**src/rtl/idli_pkg.sv**
```systemverilog
// Shared types and defaults for the idli core and its retire-trace unit.
package idli_pkg;

    typedef enum logic [1:0] {
        DST_NONE = 2'd0,
        DST_REG  = 2'd1,
        DST_P    = 2'd2
    } dst_t;

    localparam int TRC_NUM_REGS = 16;
    localparam int TRC_REG_W    = $clog2(TRC_NUM_REGS);
    localparam int TRC_SEQ_W    = 16;
    localparam int TRC_DROP_W   = 8;
    localparam int TRC_DEPTH    = 8;
    localparam int TRC_CTR_W    = 2;

    typedef struct packed {
        logic [TRC_SEQ_W-1:0] seq;
        dst_t                 dst;
        logic [TRC_REG_W-1:0] dst_reg;
    } trc_rec_t;

endpackage

```
**src/rtl/idli_trace_fifo_m.sv**
```systemverilog
// Generic synchronous FIFO; a pop in the same cycle lets a push into a full FIFO.
module idli_trace_fifo_m #(
    parameter int WIDTH = 8,
    parameter int DEPTH = 8
) (
    input  logic             clk,
    input  logic             rst,
    input  logic             push,
    input  logic [WIDTH-1:0] push_data,
    output logic             full,
    input  logic             pop,
    output logic             valid,
    output logic [WIDTH-1:0] pop_data
);

    localparam int AW = $clog2(DEPTH);

    logic [WIDTH-1:0] mem [DEPTH];
    logic [AW:0]      wr_ptr;
    logic [AW:0]      rd_ptr;
    logic             pop_ok;
    logic             push_ok;

    assign valid   = (wr_ptr != rd_ptr);
    assign full    = (wr_ptr[AW] != rd_ptr[AW]) && (wr_ptr[AW-1:0] == rd_ptr[AW-1:0]);
    assign pop_ok  = pop & valid;
    assign push_ok = push & (~full | pop_ok);

    // NOTE: sequential state uses non-blocking assignments so every register samples pre-edge values.
    always_ff @(posedge clk) begin
        if (rst) begin
            wr_ptr <= '0;
            rd_ptr <= '0;
        end else begin
            if (push_ok) wr_ptr <= wr_ptr + 1'b1;
            if (pop_ok)  rd_ptr <= rd_ptr + 1'b1;
        end
    end

    // NOTE: storage is not reset; the output is masked while empty so stale contents never leak.
    always_ff @(posedge clk) begin
        if (push_ok) mem[wr_ptr[AW-1:0]] <= push_data;
    end

    assign pop_data = valid ? mem[rd_ptr[AW-1:0]] : '0;

endmodule

```
**src/rtl/idli_trace_m.sv**
```systemverilog
// Retire-trace unit: latches each 4-GCK slot, records retirements into a FIFO,
// and keeps clearable register/predicate write scoreboards plus drop accounting.
module idli_trace_m
    import idli_pkg::*;
#(
    parameter int NUM_REGS = TRC_NUM_REGS,
    parameter int DEPTH    = TRC_DEPTH,
    parameter int SEQ_W    = TRC_SEQ_W,
    parameter int DROP_W   = TRC_DROP_W,
    parameter int CTR_W    = TRC_CTR_W
) (
    input  logic                        i_trc_gck,
    input  logic                        i_trc_rst,
    input  logic                        i_trc_en,
    input  logic [CTR_W-1:0]            i_trc_ctr,
    input  logic                        i_trc_run,
    input  dst_t                        i_trc_dst,
    input  logic [$clog2(NUM_REGS)-1:0] i_trc_dst_reg,
    output logic                        o_trc_valid,
    input  logic                        i_trc_ready,
    output trc_rec_t                    o_trc_rec,
    output logic [NUM_REGS-1:0]         o_trc_reg_sb,
    input  logic [NUM_REGS-1:0]         i_trc_sb_clr,
    output logic                        o_trc_pred_sb,
    input  logic                        i_trc_pred_clr,
    output logic                        o_trc_ovf,
    input  logic                        i_trc_ovf_clr,
    output logic [DROP_W-1:0]           o_trc_drop_cnt
);

    localparam int REG_W = $clog2(NUM_REGS);

    logic                slot_start;
    logic                slot_end;
    logic                capture;
    logic                run_q;
    dst_t                dst_q;
    logic [REG_W-1:0]    reg_q;
    logic [SEQ_W-1:0]    seq_q;
    logic [NUM_REGS-1:0] reg_set;
    logic                pred_set;
    logic                push;
    logic                pop;
    logic                fifo_full;
    logic                drop;
    trc_rec_t            rec_in;
    logic [$bits(trc_rec_t)-1:0] head_data;

    assign slot_start = (i_trc_ctr == '0);
    assign slot_end   = (i_trc_ctr == '1);
    assign capture    = i_trc_run & i_trc_en;

    always_ff @(posedge i_trc_gck) begin
        if (i_trc_rst) begin
            run_q <= 1'b0;
            dst_q <= DST_NONE;
            reg_q <= '0;
        end else if (slot_start) begin
            run_q <= capture;
            dst_q <= i_trc_dst;
            reg_q <= i_trc_dst_reg;
        end
    end

    // NOTE: every always_comb output gets a default first, so no path can infer a latch.
    always_comb begin
        reg_set  = '0;
        pred_set = 1'b0;
        if (slot_start && capture) begin
            if (i_trc_dst == DST_REG) reg_set[i_trc_dst_reg] = 1'b1;
            if (i_trc_dst == DST_P)   pred_set = 1'b1;
        end
    end

    // Clear first, then OR in the set so a coincident set wins.
    always_ff @(posedge i_trc_gck) begin
        if (i_trc_rst) begin
            o_trc_reg_sb  <= '0;
            o_trc_pred_sb <= 1'b0;
        end else begin
            o_trc_reg_sb  <= (o_trc_reg_sb & ~i_trc_sb_clr) | reg_set;
            o_trc_pred_sb <= (o_trc_pred_sb & ~i_trc_pred_clr) | pred_set;
        end
    end

    assign push = slot_end & run_q;
    assign pop  = o_trc_valid & i_trc_ready;
    assign drop = push & fifo_full & ~pop;

    always_comb begin
        rec_in         = '0;
        rec_in.seq     = TRC_SEQ_W'(seq_q);
        rec_in.dst     = dst_q;
        rec_in.dst_reg = TRC_REG_W'(reg_q);
    end

    // The sequence advances on every retirement, dropped or not, so gaps are visible downstream.
    always_ff @(posedge i_trc_gck) begin
        if (i_trc_rst)  seq_q <= '0;
        else if (push)  seq_q <= seq_q + 1'b1;
    end

    always_ff @(posedge i_trc_gck) begin
        if (i_trc_rst) begin
            o_trc_ovf      <= 1'b0;
            o_trc_drop_cnt <= '0;
        end else begin
            if (drop)               o_trc_ovf <= 1'b1;
            else if (i_trc_ovf_clr) o_trc_ovf <= 1'b0;

            if (i_trc_ovf_clr)                     o_trc_drop_cnt <= drop ? DROP_W'(1) : '0;
            else if (drop && o_trc_drop_cnt != '1) o_trc_drop_cnt <= o_trc_drop_cnt + 1'b1;
        end
    end

    idli_trace_fifo_m #(
        .WIDTH ($bits(trc_rec_t)),
        .DEPTH (DEPTH)
    ) u_fifo (
        .clk       (i_trc_gck),
        .rst       (i_trc_rst),
        .push      (push),
        .push_data (rec_in),
        .full      (fifo_full),
        .pop       (i_trc_ready),
        .valid     (o_trc_valid),
        .pop_data  (head_data)
    );

    assign o_trc_rec = trc_rec_t'(head_data);

endmodule

```
**config.mk**
```make
export PLATFORM = sky130hd
export DESIGN_NAME = idli_trace_m
export DESIGN_NICKNAME = d
export VERILOG_FILES = /design/src/rtl/idli_pkg.sv /design/src/rtl/idli_trace_fifo_m.sv /design/src/rtl/idli_trace_m.sv
export SDC_FILE = /design/constraint.sdc
export NUM_CORES = 1
export LEC_CHECK = 0
export ABC_AREA = 1
export ABC_CLOCK_PERIOD_IN_PS = 2590
export BUFFER_PORTS_ARGS = -buffer_cell sky130_fd_sc_hd__buf_2
export CORE_MARGIN = 5
export CORE_UTILIZATION = 54
export DETAILED_ROUTE_END_ITERATION = 10
export GPL_TIMING_DRIVEN = 1
export PLACE_DENSITY = 0.73
export SETUP_SLACK_MARGIN = 0.4
export SLEW_MARGIN = 20
export SYNTH_ARGS = -nofsm -noshare
export SYNTH_HDL_FRONTEND = slang
export SYNTH_SLANG_ARGS = --single-unit
```
**constraint.sdc**
```tcl
create_clock -name i_trc_gck -period 2.59 [get_ports i_trc_gck]
set_clock_uncertainty 0.15 [all_clocks]
set_input_delay 0 -clock i_trc_gck [delete_from_list [all_inputs] [get_ports i_trc_gck]]
set_output_delay 0 -clock i_trc_gck [all_outputs]
set_load 0.02 [all_outputs]
```
# Yosys cells after proc, flatten, opt, wreduce, memory -nomap -nowiden
# Memories as Yosys holds them, arrays and structs flattened. A register that Yosys moved wholly into a read port is not among the register bits.
# Cells that the tools add are included.
# W data, S select, Z words.
# classes
n_mux	16
add_sub_neg	4
n_reduce_logical	7
bitwise_logic	15
magnitude_cmp	2
n_eq_ne	7
# op_table
operator	n
$mux W16	2
$mux W22	1
$add A16 B1 Y16 const B	1
$and A16 B16 Y16	1
$mux W8	2
$not A16 Y16	1
$or A16 B16 Y16	1
$add A4 B1 Y4 const B	2
$add A8 B1 Y8 const B	1
$mux W1	8
$ne A8 B8 Y1 const B	1
$and A1 B1 Y1	7
$mux W3	2
$lt A4 B5 Y1 const B	1
$demux W1 S4	1
$eq A2 B2 Y1 const B	2
$ge A4 B1 Y1 const B	1
$logic_and A1 B1 Y1	4
$ne A4 B4 Y1	1
$reduce_bool A2 Y1	2
$eq A3 B3 Y1	1
$not A1 Y1	3
$eq A2 B1 Y1 const B	1
$logic_not A2 Y1	1
other kinds (2)	3
# totals
ram_bits	176
n_memories	1
register_bits	57
out_inout_bits	49
word_cells	62
# mem_list
name	words	word_bits	read_ports	rd_ports_with_merged_regs	write_ports	line_no	source
u_fifo.mem	8	22	1	1	1	idli_trace_fifo_m.sv:18	logic [WIDTH-1:0] mem [DEPTH];

# Longest topological paths before layout
# logic_depth
word_depth	7
ltp_mapped	10

# Modules after synthesis
# Synthesis repeated with hierarchy kept, for this count alone.
# hier_totals
hier_cells	937
hier_area_um2	9860.7
# by_module_without_submodules
mod	cells_each	area_per_inst_um2	instances
idli_trace_fifo_m	583	7504.7	1
idli_trace_m	354	2356.0	1

# Least setup slack after synthesis
# No wires, ideal clock.
# synth_path
kind	reg2reg
from	register u_fifo.wr_ptr[0]
to	memory u_fifo.mem[0][0] in the netlist's numbering, enable pin
n_path_buf	0
path_slack_ps	-61
synth_period_minus_slack_ps	2651
t_arrival_ps	2101
stages_incl_launch_ff	7
cell_sequence	dfxtp_1 xor2_1 nor2_4 nand2_2 nand2_4 or2_4 nor2_1
# synth_between
elab_chain_cells	7
# synth_rtl
item	line_no	source
from (decl)	idli_trace_fifo_m.sv:19	logic [AW:0] wr_ptr;
from (signal assigned)	idli_trace_fifo_m.sv:35	if (push_ok) wr_ptr <= wr_ptr + 1'b1;
$eq A3 B3 Y1	idli_trace_fifo_m.sv:25	assign full = (wr_ptr[AW] != rd_ptr[AW]) && (wr_ptr[AW-1:0] == rd_ptr[AW-1:0]);
$logic_and A1 B1 Y1	idli_trace_fifo_m.sv:25	
$not A1 Y1	idli_trace_fifo_m.sv:27	assign push_ok = push & (~full | pop_ok);
$or A1 B1 Y1	idli_trace_fifo_m.sv:27	
$and A1 B1 Y1	idli_trace_fifo_m.sv:27	
$mux W1	idli_trace_fifo_m.sv:42	if (push_ok) mem[wr_ptr[AW-1:0]] <= push_data;
$mux W1 (implied by the code)	idli_trace_fifo_m.sv:42	
to (decl)	idli_trace_fifo_m.sv:18	
# Several ways; a longest one is shown, not always the timed one.

==> flow_metrics.py <==
metrics = {
    "synth": {
        "synth.distinct_cells": 38,
        "syn_nets": 937,
        "yosysTopAreaCell": "edfxtp_1",
        "yosysSeqAreaShare_pct": 67.6,
        "synthTopCellsByArea": "edfxtp_1 55%, dfxtp_1 13%, nor2_1 6.8%",
        "syn_inst": 902,
        "synth-edff-count": 176,
        "synthArstFlopShare_pct": 0,
        "synth_area_um2": 9590,
        "post-synth-top-area-fraction_pct": 55.1,
        "yosys_warnings": 0,
        "avgSynthCellArea_um2": 10.6,
        "yosys_most_used_dff": "edfxtp_1",
        "yosys_register_bits": 236,
    },
    "power_and_ir_drop": {
        "power.net_switching_mw": 1.94,
        "peakVddDrop_v": 0.000501,
        "leakage_nw": 4.30,
        "power_frac_comb_pct": 11.8,
        "internal_power_mw": 6.30,
        "power_density_nw_per_um2": 694,
        "seqPwrFrac_pct": 49.7,
        "clockPowerShare_pct": 38.4,
        "switching_share_pct": 23.5,
    },
    "placed_design": {
        "port_buffers": 79,
        "gp_congestion": 0.824,
        "dp_cells": 1193,
        "dp_hpwl_um": 13400,
    },
    "floorplanning": {
        "rows": 48,
        "coreArea_um2": 17400,
        "dieArea_um2": 20500,
        "initial_core_util_pct": 55.3,
        "die_x_um": 143,
        "ioPinCount": 80,
        "die_y_um": 143,
    },
    "worst_setup_path": {
        "worst_path_dominant_cell_family": "compound AO/OA/AOI/OAI gates",
        "startpoint_type": "flip-flop",
        "cp_max_fo": 17,
        "crit_top_cell": "o21ai_0",
        "critPathKind": "reg -> out",
        "critPathRequiredTime_ps": 2440,
        "cp-end-kind": "output pin",
        "crit_path_cell_trace": "buf_4 > o21ai_0 > o22ai_1 > o21ai_0 > a31oi_1 > buf_2",
        "critical-path-max-stage-delay_ps": 450,
        "worstRegToRegCells": 9,
        "crit_arrival_ps": 1970,
        "slowest_stage": "dfxtp_4",
        "path_buf_inv": 2,
        "worst-path-stages": 6,
    },
    "routing": {
        "route.detailed.drc": 0,
        "drt_iter0_markers": 585,
        "vias_per_cell": 5.66,
        "wl_met3_um": 1990,
        "drtPass1Iterations": 5,
        "wl_per_cell_um": 18.1,
        "postRouteAntennaNets": 0,
        "wl_met1_um": 9580,
        "drt_wl_total_um": 23400,
        "wl_met2_um": 11400,
        "top_layer_used": "met4",
        "num_vias": 7336,
    },
    "timing": {
        "slew_viol_final": 0,
        "fin_setup_tns_ps": 0,
        "rsz0062_at_grt": "true",
        "relSlewSlack_pct": 62.8,
        "setup_violations": 0,
        "hold_violations": 0,
        "fin_crit_sh_pct": 81.8,
        "finalCriticalPeriod_ps": 2120,
        "clock.fmax_ghz": 0.472,
        "worst_pin_slew_ps": 557,
    },
    "hold_path": {
        "worstHoldPathType": "in -> reg",
        "min_path_cells": 5,
    },
    "clock_network": {
        "clock-sinks": 236,
        "clk_root_buffer_cell": "clkbuf_16",
        "tritoncts": "done",
        "cts_inserted_buffers": 23,
        "clkTransAtPathRegs_ps": 60,
        "cts-htree-levels": 1,
        "cts.path.max_buffers": 3,
        "clock_latency_ps": 500,
    },
    "cells_and_area": {
        "syn_to_final_growth_pct": 23.7,
        "final_core_utilization_pct": 68.4,
        "final_cells": 1295,
        "drive_above_1_share_pct": 17.5,
        "finalNetCount": 1091,
        "antenna_cells": 0,
    },
    "global_routing": {
        "grt_pass1_vias": 7003,
        "overflow": 0,
        "grt.total_usage_pct": 22.5,
        "grt_max_degree": 45,
        "grt_pass1_wl_um": 36400,
        "antenna_found_initial": 0,
    },
    "outcome": {
        "status": "completed",
    },
    "run": {
        "max_cap_viol_count": 0,
    },
}
## sequential cells by signal, indices dropped and copies added, names as in the netlist, named ones only
signal and count:
u_fifo.rd_ptr 4, dst_q 2, u_fifo.mem 176, o_trc_drop_cnt 8, o_trc_pred_sb 1, run_q 1
o_trc_ovf 1, o_trc_reg_sb 16, reg_q 4, seq_q 16, u_fifo.wr_ptr 4
## worst min-delay path: cells and delay by family
| kind | cells | cell delay (ps) |
|---|---|---|
| buffers and inverters | 2 | 680 |
| and+or+nand+nor | 2 | 110 |
| AOI/OAI and AO/OA | 1 | 50 |
## synth_stat cells, types with 3 or more instances
master and n:
nand2_1 95, nand4_1 9, clkbuf_1 27, ha_1 4, buf_4 4, o21ai_0 121, nor2_2 3, nand3_1 21
inv_2 5, a31oi_1 25, nor3_1 14, dfxtp_1 60, xor2_1 6, inv_1 53, a21oi_1 47, edfxtp_1 176
o22ai_1 22, buf_2 8, o21ai_1 6, nor2_1 174
## metrics by stage
stage | instance area [um^2] | power, mW | hold slack [ps] | setup WS [ps]
3_3_place_gp | 10400 | 4.97 | 103 | 457
4_1_cts | 11800 | 8.24 | 227 | 397
5_1_grt | 11900 | 8.55 | 290 | 302
2_1_floorplan | 9640 | 4.71 | -15.1 | 153
6_report | 11900 | 8.23 | 239 | 471
3_5_place_dp | 10400 | 4.99 | 105 | 419
## power by group through the flow
stage / Combinational [mW] / Sequential (mW) / Clock, mW
global placement: 0.809 / 4.16 / 0
CTS: 0.937 / 4.09 / 3.22
global route: 1.07 / 4.09 / 3.38
detailed placement: 0.824 / 4.16 / 0
floorplan: 0.569 / 4.14 / 0
finish: 0.975 / 4.09 / 3.16
## cell type report
type                    instances  area (um^2)
well taps                     225          282
inverters                      58          238
clock inverters                10         95.1
clock buffers                  29          619
fillers                      1199         5490
multi-input cells             567         2770
repair buffers                170         1360
flip-flops and latches        236         6510
## path summary, 6_finish.rpt
kind                     from                 to  slack, ps
min reg2reg  u_fifo.rd_ptr[3]   u_fifo.rd_ptr[3]        350
min             i_trc_ovf_clr  o_trc_drop_cnt[3]        240
max                 flip-flop       o_trc_rec[5]        470
max reg2reg  u_fifo.wr_ptr[3]  u_fifo.mem[6][13]        500
## cells in the final DEF (no fill, tap or decap), drive strengths merged, types with 25 or more instances in the layout
master       count
edfxtp         176
a31oi           25
dfxtp           60
a21oi           48
nand2           98
nor2           178
dlygate4sd3     55
o21ai          127
buf            113
clkbuf          31
inv             62
## cells by family (layout without fill, tap and decap cells)
| logic type | count (synthesis) | count (layout) | share of synthesized area (%) |
|---|---|---|---|
| flip-flops | 236 | 236 | 67.6 |
| buffers and inverters | 99 | 267 | 4.13 |
| XOR/XNOR | 7 | 7 | 0.639 |
| adder cells (fa/ha/maj) | 4 | 4 | 0.522 |
| AO/OA/AOI/OAI | 228 | 228 | 12.8 |
| AND/OR/NAND/NOR | 328 | 328 | 14.3 |
## layer usage
layer | up-vias | global-route usage, %
met1 | 3471 | 30.8
met5 | - | 0
li1 | 3481 | -
met3 | 40 | 3.85
met2 | 344 | 38.1
met4 | 0 | 5.30
## timing repair
action                                  in CTS  in global routing
gates cloned                                 1                  2
gates resized for setup                     20                 15
buffers inserted                             3                  2
hold buffers                                55                  0
endpoints found under the setup margin      23                 84
hold endpoints to repair                    59                  0
pin swaps                                    0                  3
No activity file was read; power rests on OpenSTA's default activity.
